--- src/rtl/vga_pkg.sv ---
// Shared types and default geometry for the framebuffer write path.
// The pixel record and writer state encoding are common to the FIFO and the writer.
package vga_pkg;

    localparam int DEF_H_RES  = 640;
    localparam int DEF_V_RES  = 480;
    localparam int DEF_DEPTH  = 8;
    localparam int DEF_ADDR_W = 19;

    typedef struct packed {
        logic [9:0] x;
        logic [8:0] y;
        logic       white;
    } pixel_t;

    typedef enum logic [1:0] {
        IDLE  = 2'd0,
        DRAIN = 2'd1,
        CLEAR = 2'd2
    } wr_state_t;

endpackage

--- src/rtl/pixel_fifo.sv ---
// Small synchronous FIFO of pixel_t records with a combinational read port,
// so the head entry can be popped and captured in the same clock edge.
module pixel_fifo
    import vga_pkg::*;
#(
    parameter int DEPTH = DEF_DEPTH
) (
    input  logic                       clk,
    input  logic                       reset,
    input  logic                       push,
    input  pixel_t                     din,
    input  logic                       pop,
    output pixel_t                     dout,
    output logic                       full,
    output logic                       empty,
    output logic [$clog2(DEPTH):0]     count
);

    localparam int AW    = $clog2(DEPTH);
    localparam int CNT_W = AW + 1;

    pixel_t             r_mem [DEPTH];
    logic [AW-1:0]      r_wr_ptr;
    logic [AW-1:0]      r_rd_ptr;
    logic [CNT_W-1:0]   r_count;
    logic               w_push;
    logic               w_pop;

    // A push into a full FIFO is refused even when a pop happens alongside it.
    assign w_push = push & ~full;
    assign w_pop  = pop & ~empty;

    assign full  = (r_count == CNT_W'(DEPTH));
    assign empty = (r_count == '0);
    assign count = r_count;
    assign dout  = r_mem[r_rd_ptr];

    always_ff @(posedge clk) begin
        if (w_push) begin
            r_mem[r_wr_ptr] <= din;
        end
    end

    always_ff @(posedge clk) begin
        if (reset) begin
            r_wr_ptr <= '0;
            r_rd_ptr <= '0;
            r_count  <= '0;
        end else begin
            if (w_push) begin
                r_wr_ptr <= r_wr_ptr + AW'(1);
            end
            if (w_pop) begin
                r_rd_ptr <= r_rd_ptr + AW'(1);
            end
            case ({w_push, w_pop})
                2'b10:   r_count <= r_count + CNT_W'(1);
                2'b01:   r_count <= r_count - CNT_W'(1);
                default: r_count <= r_count;
            endcase
        end
    end

endmodule

--- src/rtl/pixel_writer.sv ---
// Buffers incoming pixels, turns them into linear framebuffer writes and
// runs a full-screen clear sweep on request. Pop -> stage -> write pipeline.
module pixel_writer
    import vga_pkg::*;
#(
    parameter int H_RES  = DEF_H_RES,
    parameter int V_RES  = DEF_V_RES,
    parameter int DEPTH  = DEF_DEPTH,
    parameter int ADDR_W = DEF_ADDR_W
) (
    input  logic              clk,
    input  logic              reset,
    input  logic              in_valid,
    output logic              in_ready,
    input  logic [9:0]        in_x,
    input  logic [8:0]        in_y,
    input  logic              in_white,
    input  logic              clear_req,
    output logic              clear_busy,
    output logic              fb_we,
    output logic [ADDR_W-1:0] fb_addr,
    output logic              fb_data,
    output logic [7:0]        drop_cnt
);

    localparam int               CNT_W  = $clog2(DEPTH) + 1;
    localparam logic [31:0]      H_U    = 32'(H_RES);
    localparam logic [31:0]      V_U    = 32'(V_RES);
    localparam logic [ADDR_W-1:0] H_A   = ADDR_W'(H_RES);
    localparam logic [ADDR_W-1:0] LAST_A = ADDR_W'(H_RES * V_RES - 1);

    logic               w_full;
    logic               w_empty;
    logic [CNT_W-1:0]   w_count;
    logic [CNT_W-1:0]   w_count_next;
    logic               w_push;
    logic               w_pop;
    logic               w_clear_acc;
    logic               w_in_range;
    logic [ADDR_W-1:0]  w_pix_addr;
    pixel_t             w_din;
    pixel_t             w_dout;

    wr_state_t          r_state;
    logic               r_clear_pend;
    logic [ADDR_W-1:0]  r_clr_addr;
    logic               r_stg_valid;
    pixel_t             r_stg;
    logic               r_fb_we;
    logic [ADDR_W-1:0]  r_fb_addr;
    logic               r_fb_data;
    logic               r_busy;
    logic [7:0]         r_drop;

    assign w_din    = '{x: in_x, y: in_y, white: in_white};
    assign in_ready = ~w_full;
    assign w_push   = in_valid & ~w_full;
    // Once a clear is pending no further entries leave the FIFO until the sweep ends.
    assign w_pop    = (r_state == DRAIN) & ~r_clear_pend & ~w_empty;

    assign w_clear_acc  = clear_req & ~r_clear_pend & ~r_busy & (r_state != CLEAR);
    assign w_count_next = w_count + CNT_W'(w_push) - CNT_W'(w_pop);

    assign w_in_range = (32'(r_stg.x) < H_U) && (32'(r_stg.y) < V_U);
    assign w_pix_addr = ADDR_W'(r_stg.y) * H_A + ADDR_W'(r_stg.x);

    pixel_fifo #(
        .DEPTH (DEPTH)
    ) u_fifo (
        .clk   (clk),
        .reset (reset),
        .push  (w_push),
        .din   (w_din),
        .pop   (w_pop),
        .dout  (w_dout),
        .full  (w_full),
        .empty (w_empty),
        .count (w_count)
    );

    always_ff @(posedge clk) begin
        if (reset) begin
            r_state      <= IDLE;
            r_clear_pend <= 1'b0;
            r_clr_addr   <= '0;
            r_stg_valid  <= 1'b0;
            r_stg        <= '0;
            r_fb_we      <= 1'b0;
            r_fb_addr    <= '0;
            r_fb_data    <= 1'b0;
            r_busy       <= 1'b0;
            r_drop       <= '0;
        end else begin
            r_fb_we     <= 1'b0;
            r_busy      <= (r_state == CLEAR);
            r_stg_valid <= w_pop;
            if (w_pop) begin
                r_stg <= w_dout;
            end
            if (w_clear_acc) begin
                r_clear_pend <= 1'b1;
            end

            // The stage slot never coincides with a clear write: pops stop a cycle before CLEAR.
            if (r_stg_valid) begin
                if (w_in_range) begin
                    r_fb_we   <= 1'b1;
                    r_fb_addr <= w_pix_addr;
                    r_fb_data <= r_stg.white;
                end else if (r_drop != 8'hFF) begin
                    r_drop <= r_drop + 8'd1;
                end
            end

            case (r_state)
                IDLE, DRAIN: begin
                    if (r_clear_pend) begin
                        r_state      <= CLEAR;
                        r_clr_addr   <= '0;
                        r_clear_pend <= 1'b0;
                    end else begin
                        r_state <= (w_count_next != '0) ? DRAIN : IDLE;
                    end
                end
                CLEAR: begin
                    r_fb_we    <= 1'b1;
                    r_fb_addr  <= r_clr_addr;
                    r_fb_data  <= 1'b0;
                    r_busy     <= 1'b1;
                    r_clr_addr <= r_clr_addr + ADDR_W'(1);
                    if (r_clr_addr == LAST_A) begin
                        r_state <= (w_count_next != '0) ? DRAIN : IDLE;
                    end
                end
                default: r_state <= IDLE;
            endcase
        end
    end

    assign fb_we      = r_fb_we;
    assign fb_addr    = r_fb_addr;
    assign fb_data    = r_fb_data;
    assign clear_busy = r_busy;
    assign drop_cnt   = r_drop;

endmodule

--- config.mk ---
export PLATFORM = sky130hd
export DESIGN_NAME = pixel_writer
export DESIGN_NICKNAME = d
export VERILOG_FILES = /design/src/rtl/vga_pkg.sv /design/src/rtl/pixel_fifo.sv /design/src/rtl/pixel_writer.sv
export SDC_FILE = /design/constraint.sdc
export NUM_CORES = 1
export LEC_CHECK = 0
export ABC_AREA = 1
export BUFFER_PORTS_ARGS = -buffer_cell sky130_fd_sc_hd__buf_2
export CAP_MARGIN = 10
export CORE_MARGIN = 8
export CORE_UTILIZATION = 34
export CTS_CLUSTER_SIZE = 12
export DETAILED_ROUTE_END_ITERATION = 7
export GPL_TIMING_DRIVEN = 0
export PLACE_DENSITY_LB_ADDON = 0.25
export RECOVER_POWER = 50
export SLEW_MARGIN = 20
export SYNTH_ARGS = -nofsm -noshare
export SYNTH_HDL_FRONTEND = slang
export SYNTH_HIERARCHICAL = 1
export SYNTH_SLANG_ARGS = --single-unit
--- constraint.sdc ---
create_clock -name clk -period 3.2 [get_ports clk]
set_clock_uncertainty 0.2 [all_clocks]
set_input_delay 0 -clock clk [delete_from_list [all_inputs] [get_ports clk]]
set_output_delay 0 -clock clk [all_outputs]
set_load 0.01 [all_outputs]
**Word level (Yosys, flattened, before mapping)**

Memory sizes are Yosys's and may differ from the RTL's. A register that Yosys moved wholly into a read port is not among the register bits.
Index checks and enable logic that the tools add are counted.

- Word-level logic and storage cells: 81
- Output and inout bits: 31
- Bits of input ports: 24
- Register bits after elaboration: 63
- Bits in writable memories: 160
- Memories kept: 1

Memory list:

| memory | words | width | read ports | clocked after Yosys merged registers in | write ports | RTL line | RTL |
|---|---|---|---|---|---|---|---|
| u_fifo.r_mem | 8 | 20 | 1 | 1 | 1 | pixel_fifo.sv:22 | `pixel_t r_mem [DEPTH];` |

- Bitwise gates (word level): 13
- Add/subtract/negate cells: 9
- Muxes and demuxes: 19
- Equal/unequal tests: 10
- Reduce and logical (&&, ||, !) cells: 14
- $mul: 1
- Magnitude comparators: 2

Operator list:

| operator | count |
|---|---|
| $mux 19 | 4 |
| $pmux 19 s2 | 1 |
| $add 19x1->19 const B | 1 |
| $add 19x10->19 | 1 |
| $eq 19x19->1 const B | 1 |
| $mul 9x3->12 const B | 1 |
| $lt 10x10->1 const B | 1 |
| $mux 1 | 10 |
| $lt 9x9->1 const B | 1 |
| $add 8x1->8 const B | 1 |
| $and 1x1->1 | 8 |
| $ne 8x8->1 const B | 1 |
| $pmux 4 s2 | 1 |
| $reduce_bool 2->1 | 4 |
| $add 3x1->3 const B | 2 |
| $reduce_and 2->1 | 3 |
| $not 1->1 | 5 |
| $add 4x1->4 | 1 |
| $add 4x1->4 const B | 1 |
| $eq 2x1->1 const B | 2 |
| $eq 2x2->1 const B | 2 |
| $eq 4x4->1 const B | 1 |
| $logic_not 4->1 | 1 |
| $mux 2 | 2 |
| 10 further kinds | 12 |

**Longest topological paths before layout**

- Word-level depth: 9
- Depth in mapped cells: 18
- Depth with buffers taken out: 17

**Hierarchy**

Netlist, hierarchy kept.

By module, submodules not included:

| module | instances | cells an instance | seq. area each (um2) | area an instance (um2) |
|---|---|---|---|---|
| pixel_fifo | 1 | 547 | 5064.9 | 7008.0 |
| pixel_writer | 1 | 566 | 1461.4 | 3973.8 |

**Worst setup path after synthesis**

Ideal clock, no wire load.

- Path type: register -> register
- Start: register u_fifo.r_count[1] (netlist: u_fifo/count[1])
- End: register r_state[0]
- Setup time: 0.119 ns
- Slack: 0.388 ns
- Cell stages (with the launch flop): 15
- Period minus slack after synthesis: 2.812 ns
- Buffers on the path: 2
- Required time: 2.881 ns
- Data arrival time: 2.493 ns
- Path through: dfxtp_1 > nor2_2 > nand3_2 > inv_1 > nor4_1 > buf_2 > buf_2 > ha_1 > inv_1 > ha_1 > inv_1 > fa_1 > nand2_1 > o31ai_1 > nor2_1

- Elaborated cells on any way between the ends: 13
- Those cells by class: 2 x add/sub; 1 x eq/ne; 4 x mux; 4 x bitwise; 2 x reduce/logical

RTL lines:

| item | RTL line | RTL |
|---|---|---|
| start: declaration | pixel_fifo.sv:25 | `logic [CNT_W-1:0] r_count;` |
| start signal: assignment | pixel_fifo.sv:57 | `2'b10: r_count <= r_count + CNT_W'(1);` |
| start signal: assignment | pixel_fifo.sv:58 | `2'b01: r_count <= r_count - CNT_W'(1);` |
| start signal: assignment | pixel_fifo.sv:59 | `default: r_count <= r_count;` |
| $logic_not 4->1 * | pixel_fifo.sv:34 | `assign empty = (r_count == '0);` |
| named net w_empty | pixel_writer.sv:33 | `logic w_empty;` |
| $not 1->1 * | pixel_writer.sv:59 | `assign w_pop = (r_state == DRAIN) & ~r_clear_pend & ~w_empty;` |
| $and 1x1->1 * | pixel_writer.sv:59 |  |
| named net w_pop | pixel_writer.sv:37 | `logic w_pop;` |
| $sub 4x1->4 * | pixel_writer.sv:62 | `assign w_count_next = w_count + CNT_W'(w_push) - CNT_W'(w_pop);` |
| $reduce_bool 4->1 * | pixel_writer.sv:122, pixel_writer.sv:132 |  |
| $mux 1 * | pixel_writer.sv:122, pixel_writer.sv:132 |  |
| $mux 2 (on tied branches) | pixel_writer.sv:131, pixel_writer.sv:117 |  |
| $pmux 2 s2 * | pixel_writer.sv:115 | `case (r_state)` |
| end signal: assignment | pixel_writer.sv:122 | `r_state <= (w_count_next != '0) ? DRAIN : IDLE;` |
| end signal: assignment | pixel_writer.sv:132 | `r_state <= (w_count_next != '0) ? DRAIN : IDLE;` |
| end: declaration | pixel_writer.sv:44 | `wr_state_t r_state;` |

Mark *: on every way through the listed nets, which the timed path passes. The rest lies on a longest branch. The select of a mux whose other input is x is not followed.
A chain may end at the register's enable or synchronous reset.

**Worst setup path in the final report**

Same ends and word-level chain as after synthesis.

==> results.json <==
{
  "worstSetupPathType": "flip-flop to flip-flop",
  "setup_viol": 0,
  "post_cts_buffers": 0,
  "worstPathCellList": "nor2_1 > nand3_2 > inv_1 > nor4_4 > buf_4 > clkbuf_4 > ha_1 > inv_1 > ha_1 > inv_1 > fa_1 > nand2_1 > o31ai_1 > nor2_1",
  "synth_nets": 1168,
  "wl_met1_um": 12800,
  "wl_per_cell_um": 16.4,
  "drtIter0Drc": 543,
  "placed_area_um2": 11800,
  "fin_ws_ns": 0.271,
  "seq_area_frac_synth_pct": 59.4,
  "final_nets": 1277,
  "h-tree-depth": 1,
  "dp_slack_ns": -0.157,
  "drive_above_1_share_pct": 8.84,
  "rsz0062_at_grt": "false",
  "critPathLaunchType": "flip-flop",
  "netlist_area_um2": 11000,
  "fp.coreArea_um2": 32200,
  "finalCritPeriodShare_pct": 91.5,
  "nFillCells": 3257,
  "yosys_most_used_dff": "edfxtp_1",
  "peakVddDrop_mv": 0.397,
  "fin_crit_ns": 2.93,
  "cts_buffer_depth": 3,
  "critPathMaxStageDelay_ns": 0.47,
  "netlist_instances": 1113,
  "tritoncts": "built",
  "numCtsBuffers": 29,
  "clock_latency_ns": 0.57,
  "start_util_pct": 34.1,
  "layout_common_cells": "nand2_1, edfxtp_1, nor2_1, o21ai_0, dfxtp_1",
  "met3_length_um": 1340,
  "slew_headroom_pct": 48.3,
  "crit_slowest_cell": "fa_1",
  "power.density_nw_per_um2": 718,
  "grt_start_max_net_pins": 21,
  "hold_viol": 0,
  "netlist_top_cells_area": "edfxtp_1, dfxtp_1, nand2_1, nor2_1, o21ai_0",
  "antenna_found_initial": 0,
  "hpwl_um": 18300,
  "status": "finished, final reports clean",
  "post-route-drc-count": 0,
  "async_reset_ff_share_pct": 0,
  "drt_pass1_iterations": 7,
  "gp_congestion": 0.816,
  "mostFrequentLayoutCell": "nand2_1",
  "grt_pass1_vias": 7865,
  "grt_pass1_wl_um": 43000,
  "top_layer": "met4",
  "fmax_mhz": 341,
  "antenna_left": 0,
  "seqCellArea_um2": 6530,
  "crit_path_max_fanout": 11,
  "fp.dieW_um": 196,
  "via_per_inst": 4.84,
  "crit_top_cell": "inv_1",
  "slew_violations": 0,
  "synth_top_area_share_pct": 43.8,
  "dr_total_vias": 7995,
  "worst_slew_pin_slew_ns": 0.773,
  "die_area_um2": 38300,
  "pin_count": 55,
  "dr_wl_met2_um": 12300,
  "clk_pin_slew_ns": 0.05,
  "wl_um": 27100,
  "num_rows": 66,
  "arrival_ns": 3.15,
  "ys_ff_latch": 246,
  "final_cell_area_um2": 12900,
  "track_usage_pct": 13.9,
  "yosysUniqueCellTypes": 52,
  "cts-root-buf": "clkbuf_16",
  "yosysWarnings": 6,
  "min_path_type": "input port to flip-flop",
  "syn_area_per_cell_um2": 9.87,
  "worstPathRequired_ns": 3.42,
  "power.leakage_nw": 4.76,
  "area_growth_pct": 17.3,
  "end_kind": "flip-flop",
  "grt.overflow.total": 0,
  "die_h_um": 196,
  "antenna_cells": 0,
  "synth_edf_count": 160,
  "cts_sinks": 246,
  "maxCapViolCount": 0,
  "yosysTopAreaCell": "edfxtp_1",
  "io_buffers": 54,
  "multi_input_comb_area_um2": 3860
}
[routing by layer]
metal	up-vias	track usage, %
met5	-	0
met4	0	4.13
met3	41	1.94
met2	176	22.7
met1	3746	19.0
li1	4032	-
[power by group]
group / internal [mW] / total (mW) / switching, mW
clock: 1.75 / 3.04 / 1.29
combinational: 0.809 / 2.29 / 1.48
sequential: 3.73 / 3.92 / 0.188
[final cells by class]
| cell class | instances | area share, % |
|---|---|---|
| plain buffers | 47 | 2.47 |
| multi-input cells | 734 | 30.0 |
| repair buffers | 78 | 3.55 |
| flip-flops and latches | 246 | 50.7 |
| well taps | 408 | 3.96 |
| clock inverters | 10 | 0.505 |
| clock buffers | 44 | 6.30 |
| inverters | 86 | 2.54 |
[what timing repair did]
item                                   in CTS  in global routing
setup endpoints to repair                   2                  2
gates resized for setup                     2                  5
endpoints found under the hold margin     203                  0
hold buffers                               23                  0
[worst paths after layout]
| check | from | endpoint | slack [ns] | cells after the start |
|---|---|---|---|---|
| worst max register to register | u_fifo/count[1] | r_state[0] | 0.27 | 14 |
| worst min register to register | fb_addr[0] | fb_addr[0] | 0.26 | 2 |
| worst min-delay path | clear_req | r_clear_pend | 0.09 | 4 |
| worst max-delay path | u_fifo/count[1] | r_state[0] | 0.27 | 14 |
[state kept, by name, summed over array words and instances (netlist names), named ones only]
register	count
u_fifo/count	4
r_stg_valid	1
r_stg	20
r_clr_addr	19
r_state	2
fb_data	1
drop_cnt	8
u_fifo/r_rd_ptr	3
fb_we	1
u_fifo/r_mem	160
fb_addr	19
clear_busy	1
u_fifo/r_wr_ptr	3
r_clear_pend	1
[cell families (layout without fill, tap and decap cells)]
logic type / Yosys count / after routing / synth area share (%)
buf+inv: 133 / 265 / 5.89
flops: 246 / 246 / 59.4
mux: 20 / 20 / 1.82
xor+xnor: 12 / 12 / 1.03
fa+ha+maj: 31 / 31 / 3.74
compound gates: 226 / 226 / 11.3
simple gates: 445 / 445 / 16.8
[cells in the mapped netlist, types with 2 or more instances]
library cell  instances
nand2_1             209
nor2_1              161
edfxtp_1            160
dfxtp_1              86
inv_1                83
o21ai_0              82
a21oi_1              48
o21ai_1              42
nand3_1              35
ha_1                 28
o22ai_1              22
mux2i_1              20
buf_2                18
clkbuf_1             11
a31oi_1              10
nor2_2                8
xor2_1                7
buf_6                 6
nand2_2               6
buf_4                 5
nor3_1                5
nand4_1               4
o31ai_1               4
xnor2_1               4
a21oi_2               3
fa_1                  3
nand3_2               3
nor4_1                3
o211ai_1              3
o21a_1                3
or2_2                 3
a221oi_1              2
and2_1                2
buf_1                 2
buf_12                2
buf_8                 2
nor2_4                2
nor3b_2               2
[per-stage QoR]
stage / cells / power (mW) / setup TNS [ns] / hold slack (ns) / util, %
3_3_place_gp: 1575 / 6.18 / -53.94 / 0.0789 / 36.5
5_1_grt: 1653 / 9.79 / 0 / 0.0953 / 40.0
4_1_cts: 1653 / 9.35 / 0 / 0.0354 / 40.2
2_1_floorplan: 1113 / 5.53 / 0 / -0.105 / -
3_5_place_dp: 1576 / 6.27 / -0.232 / 0.0860 / 36.8
6_report: 1653 / 9.25 / 0 / 0.0876 / 40.0
[worst max-delay path: cells and delay by family, from the launching register on]
family | cells | cell delay, ns
flops | 1 | 0.43
simple gates | 5 | 0.47
buf+inv | 5 | 0.61
fa+ha+maj | 3 | 0.86
compound gates | 1 | 0.23
(Power assumes the default switching activity.)
